[src/rtl/clock_burst_scheduler.sv]
// clock_burst_scheduler
//
// Shares a stepped simulation clock between several requesters. A round-robin
// arbiter picks one pending request at a time. The winning burst is played out
// as single-cycle Tick pulses that gate the downstream clock-toggle logic.
// Consecutive Ticks are separated by a programmable number of idle cycles.
//
// Ports:
//   Clk        system clock, rising edge
//   Reset      synchronous active-high reset
//   Req        per-requester level request, held until that requester's Done
//   Burst_len  packed burst lengths, requester i at [i*LEN_W +: LEN_W]
//   Rate       idle cycles between Ticks, sampled at grant
//   Halt       freezes an active burst while high
//   Tick       one-cycle clock-enable pulse
//   Grant      one-hot owner of the current burst, zero when idle
//   Busy       high from grant through the Done cycle
//   Done       one-cycle pulse at burst completion
//   Remaining  ticks still to issue in the current burst
module clock_burst_scheduler #(
    parameter int N_REQ  = 4,
    parameter int LEN_W  = 16,
    parameter int RATE_W = 8
) (
    input  logic                   Clk,
    input  logic                   Reset,
    input  logic [N_REQ-1:0]       Req,
    input  logic [N_REQ*LEN_W-1:0] Burst_len,
    input  logic [RATE_W-1:0]      Rate,
    input  logic                   Halt,
    output logic                   Tick,
    output logic [N_REQ-1:0]       Grant,
    output logic                   Busy,
    output logic                   Done,
    output logic [LEN_W-1:0]       Remaining
);

    localparam int IDX_W = (N_REQ > 1) ? $clog2(N_REQ) : 1;
    localparam int CW    = IDX_W + 1;

    localparam logic [1:0] S_IDLE = 2'd0;
    localparam logic [1:0] S_TICK = 2'd1;
    localparam logic [1:0] S_GAP  = 2'd2;
    localparam logic [1:0] S_DONE = 2'd3;

    logic [1:0]        state_reg;
    logic [N_REQ-1:0]  grant_reg;
    logic [IDX_W-1:0]  idx_reg;
    logic [IDX_W-1:0]  ptr_reg;
    logic [LEN_W-1:0]  remaining_reg;
    logic [RATE_W-1:0] rate_reg;
    logic [RATE_W-1:0] gap_reg;

    // Unpack the per-requester length fields.
    logic [LEN_W-1:0] len_arr [N_REQ];

    genvar gi;
    generate
        for (gi = 0; gi < N_REQ; gi++) begin : g_len
            assign len_arr[gi] = Burst_len[gi*LEN_W +: LEN_W];
        end
    endgenerate

    // Round-robin search: scan offsets from the highest down so that the
    // smallest offset from the pointer is the last (winning) assignment.
    logic             sel_valid;
    logic [IDX_W-1:0] sel_idx;
    logic [CW-1:0]    cand;

    always_comb begin
        sel_valid = 1'b0;
        sel_idx   = '0;
        cand      = '0;
        for (int k = N_REQ - 1; k >= 0; k--) begin
            cand = {1'b0, ptr_reg} + CW'(k);
            if (cand >= CW'(N_REQ)) begin
                cand = cand - CW'(N_REQ);
            end
            if (Req[cand[IDX_W-1:0]]) begin
                sel_valid = 1'b1;
                sel_idx   = cand[IDX_W-1:0];
            end
        end
    end

    logic [LEN_W-1:0] sel_len;
    assign sel_len = len_arr[sel_idx];

    always_ff @(posedge Clk) begin
        if (Reset) begin
            state_reg     <= S_IDLE;
            grant_reg     <= '0;
            idx_reg       <= '0;
            ptr_reg       <= '0;
            remaining_reg <= '0;
            rate_reg      <= '0;
            gap_reg       <= '0;
        end else begin
            case (state_reg)
                S_IDLE: begin
                    if (sel_valid) begin
                        grant_reg     <= N_REQ'(1) << sel_idx;
                        idx_reg       <= sel_idx;
                        remaining_reg <= sel_len;
                        rate_reg      <= Rate;
                        // A zero-length burst completes without any Tick.
                        state_reg     <= (sel_len != '0) ? S_TICK : S_DONE;
                    end
                end
                S_TICK: begin
                    // A halted Tick is held high but consumed only once, on
                    // the first edge where Halt is low.
                    if (!Halt) begin
                        remaining_reg <= remaining_reg - LEN_W'(1);
                        if (remaining_reg == LEN_W'(1)) begin
                            state_reg <= S_DONE;
                        end else if (rate_reg == '0) begin
                            state_reg <= S_TICK;
                        end else begin
                            state_reg <= S_GAP;
                            gap_reg   <= rate_reg;
                        end
                    end
                end
                S_GAP: begin
                    // Leaving on count 1 yields exactly rate_reg idle cycles.
                    if (!Halt) begin
                        gap_reg <= gap_reg - RATE_W'(1);
                        if (gap_reg == RATE_W'(1)) begin
                            state_reg <= S_TICK;
                        end
                    end
                end
                default: begin
                    // S_DONE: hand priority to the requester after the winner.
                    ptr_reg       <= (idx_reg == IDX_W'(N_REQ - 1)) ? '0 : idx_reg + IDX_W'(1);
                    grant_reg     <= '0;
                    remaining_reg <= '0;
                    state_reg     <= S_IDLE;
                end
            endcase
        end
    end

    assign Tick      = (state_reg == S_TICK);
    assign Done      = (state_reg == S_DONE);
    assign Busy      = (state_reg != S_IDLE);
    assign Grant     = grant_reg;
    assign Remaining = remaining_reg;

endmodule

[config.mk]
export PLATFORM = sky130hd
export DESIGN_NAME = clock_burst_scheduler
export DESIGN_NICKNAME = d
export VERILOG_FILES = /design/src/rtl/clock_burst_scheduler.sv
export SDC_FILE = /design/constraint.sdc
export NUM_CORES = 1
export LEC_CHECK = 0
export CORE_MARGIN = 4
export CORE_UTILIZATION = 32
export DETAILED_ROUTE_END_ITERATION = 6
export MAX_ROUTING_LAYER = met4
export SLEW_MARGIN = 25
export SYNTH_ARGS = -nofsm -noshare
export SYNTH_HDL_FRONTEND = slang
export SYNTH_SLANG_ARGS = --single-unit
[constraint.sdc]
create_clock -name Clk -period 4.9 [get_ports Clk]
set_input_delay 0.735 -clock Clk [delete_from_list [all_inputs] [get_ports Clk]]
set_output_delay 0.735 -clock Clk [all_outputs]
set_load 0.1 [all_outputs]
==> metrics.md <==
| Metric | Value |
|---|---|
| R2R cell count | `8` |
| Cell mode on critical path | `inv_1` |
| Ys async rst share | `0%` |
| Hold-fix buffers at CTS | `0` |
| Final ANT Viol Nets | `0` |
| Crit path cell chain | `inv_1 -> ha_1 -> inv_1 -> clkdlybuf4s50_1` |
| Vias in the first global route | `~3000` |
| Cell leakage power | `1.54 nW` |
| Average vias per placed instance | `5.39` |
| # DRC | `0` |
| Met2 usage | `between 20% and 30%` |
| Sequential area share after synthesis | `about 29%` |
| Post-Syn Nets | `about 460` |
| VDD IR max | `0.349 mV` |
| Design Power | `2.66 mW` |
| CTS sink cnt | `42` |
| Worst reg2reg path startpoint | `state_reg[1]$_SDFFE_PP0P_` |
| Fin crit period | `~3.5 ns` |
| Max FO, Critical Path | `19` |
| Die Footprint | `around 11000 um^2` |
| Crit path depth | `4` |
| Num rows | `34` |
| Share of cells above drive strength 1 | `5.15%` |
| # port buffers | `just over 100` |
| Yosys warning count | `0` |
| Clk buf depth | `2` |
| Fin area | `4130 um^2` |
| Final Max Tran Viols | `0` |
| Top-Level Pins | `about 100` |
| Placed cell area | `4020 um^2` |
| N_diodes | `0` |
| Clock root cell | `clkbuf_8` |
| First drt pass iteration count | `4` |
| Worst-margin pin slew | `0.993 ns` |
| Slack of the critical path | `1.43 ns` |
| R2r endpoint | `state_reg[1]$_SDFFE_PP0P_` |
| First-pass GRT wire length | `16.0 mm` |
| Post-synth EDFFs | `0` |
| Hold Violations, Final | `0` |
| Vias | `between 3000 and 4000` |
| Layout Nets | `about 550` |
| Cts repair resizes | `0` |
| Overall routing resource usage | `18.1%` |
| Routed WL per cell | `17.0 um` |
| Netlist area before placement | `2940 um^2` |
| Initial core utilization | `33.2%` |
| GR Overflow Total | `0` |
| Register bit count reported by yosys | `42` |
| Hold wc startpoint | `idx_reg[1]$_SDFFE_PP0P_` |
| Num CTS Buffers | `5` |
| CTS tree | `built` |
| Average size of a mapped cell | `7.86 um^2` |
| Crit path max-delay cell type | `clkdlybuf4s50_1` |
| Layout area overhead | `40.5%` |
| RSZ-0062 raised after global routing | `false` |
| Worst EP required | `4.16 ns` |
| Busiest grt layer | `met2` |
| Routability cong. | `0.842` |
| Setup TNS | `0 ns` |
| Max-Cap Viols | `0` |
| Outcome | `completed` |
| Clk_lat worst skew | `0.30 ns` |
| HP Class | `reg2reg` |
| Max reg flops | `16` |
| Final setup vio count | `0` |
| Worst path buffer plus inverter count | `3` |
| Core Region | `8850 um^2` |
| Worst-path clk slew | `0.08 ns` |
| Total wire length | `9.76 mm` |
| Max frequency | `0.288 GHz` |
| Largest net degree at the start of global routing | `43` |
| Starting DRC count in detailed routing | `approximately 170` |
| Met1 GRT Util | `24.8%` |
| H-tree Lvls | `2` |
| Yosys cell types | `49` |
| Crit path launch | `state_reg[1]$_SDFFE_PP0P_` |
| Met3 Usage GRT | `between 4 and 5%` |
| Crit Path Category | `reg2out` |
| Setup Skew | `between 0.008 and 0.009 ns` |
| Startpoint Class | `flip-flop` |
| Worst rel slew slack | `33.6%` |
| R2r setup slk | `1.88 ns` |
| Setup crit end | `Busy` |
| Initial antenna violation count | `0` |
| Arrival time of the worst setup path | `between 2 and 3 ns` |
| Post-CTS Setup Bufs | `0` |
| Mapped Cells | `374` |
| Final worst-path cycle share | `70.8%` |
| Die Y | `104 um` |
| Family with the most delay on the worst path | `buffers and inverters` |
| Top FF cell, synth | `dfxtp_1` |
| CP max stage delay | `approximately 1.2 ns` |
| # fillers | `870` |
| Power Dens Cells | `643 nW/um^2` |
| Die W | `roughly 100 um` |
| Pre-CTS WS | `1.33 ns` |
| DP HPWL | `7.44 mm` |
| Crit path capture type | `primary output` |
[cell usage after synthesis, types with 4 or more instances]
master / n / area share [%]
a21oi_1: 33 / 5.6
inv_1: 16 / 2.0
a22oi_1: 10 / 2.6
nand4_1: 4 / 0.85
nor3_1: 10 / 1.7
o21ai_0: 20 / 3.4
nor4_1: 10 / 2.1
nand2b_1: 5 / 1.1
a32oi_1: 4 / 1.2
nor2_1: 40 / 5.1
dfxtp_1: 42 / 29
mux2i_1: 52 / 18
nand2_1: 48 / 6.1
clkbuf_1: 16 / 2.0
ha_1: 10 / 4.3
[metrics by stage]
stage / cells / hold WS (ns) / util (%)
6_report: 574 / 0.464 / 46.7
3_3_place_gp: 565 / 0.451 / 45.4
5_1_grt: 574 / 0.500 / 46.7
4_1_cts: 573 / 0.470 / 46.5
2_1_floorplan: 374 / 0.440 / -
3_5_place_dp: 565 / 0.457 / 45.4
[layout make-up]
| cell class | instances | area, um^2 | area share, % |
|---|---|---|---|
| clock buffers | 7 | 86.3 | 2.09 |
| clock inverters | 1 | 8.76 | 0.212 |
| inverters | 17 | 63.8 | 1.55 |
| multi-input cells | 293 | 1940 | 46.9 |
| flip-flops and latches | 42 | 841 | 20.4 |
| well taps | 108 | 135 | 3.27 |
| repair buffers | 106 | 1060 | 25.6 |
[tightest hold or removal path, stage by stage (launching register included)]
cell,delay (ns)
dfxtp_1,0.32
nand2_1,0.05
a21oi_1,0.05
[layout by cell type, fill, tap and decap left out, types with 2 or more instances in the layout]
master,count
dfxtp_1,42
nor2b_1,3
a22oi_1,10
or3_1,2
a21oi_1,33
inv_1,16
a22o_1,3
a221oi_1,3
a211oi_1,3
nand4_1,4
nor4_1,10
mux2i_1,52
a32oi_1,4
buf_4,4
nand2b_1,5
o22ai_1,2
ha_1,10
nor2_1,40
o2bb2ai_1,3
a2bb2oi_1,2
nor3_1,10
clkbuf_8,6
o21a_1,2
clkdlybuf4s50_1,101
a41oi_1,3
nand2_1,48
o21ai_0,20
[power breakdown]
| group | total (mW) | internal, mW | switching, mW | leakage [nW] |
|---|---|---|---|---|
| sequential | 0.584 | 0.453 | 0.132 | 0.345 |
| clock | 0.244 | 0.117 | 0.127 | 0.0489 |
| combinational | 1.83 | 0.572 | 1.26 | 1.14 |
[per-layer routing]
metal,wire length [um],vias up
li1,-,1532
met2,4280,130
met3,733,5
met5,0,-
met4,66,0
met1,4670,1424
[cell families after synthesis]
kind of cell,synth area share (%)
buffers and inverters,5.83
xor gates and xnor gates,0.298
DFF,28.6
muxes,18.1
AOI/OAI and AO/OA,22.7
and+or+nand+nor,20.2
adders and majority gates,4.26
[worst min path at each step]
| stage | endpoint | slack (ns) | depth (start not counted) |
|---|---|---|---|
| floorplan | idx_reg[1]$_SDFFE_PP0P_ | 0.44 | 2 |
| CTS | idx_reg[1]$_SDFFE_PP0P_ | 0.47 | 2 |
| global route | idx_reg[1]$_SDFFE_PP0P_ | 0.50 | 2 |
| detailed placement | idx_reg[1]$_SDFFE_PP0P_ | 0.46 | 2 |
| global placement | idx_reg[1]$_SDFFE_PP0P_ | 0.45 | 2 |
| finish | idx_reg[1]$_SDFFE_PP0P_ | 0.46 | 2 |
(Power assumes the default switching activity.)
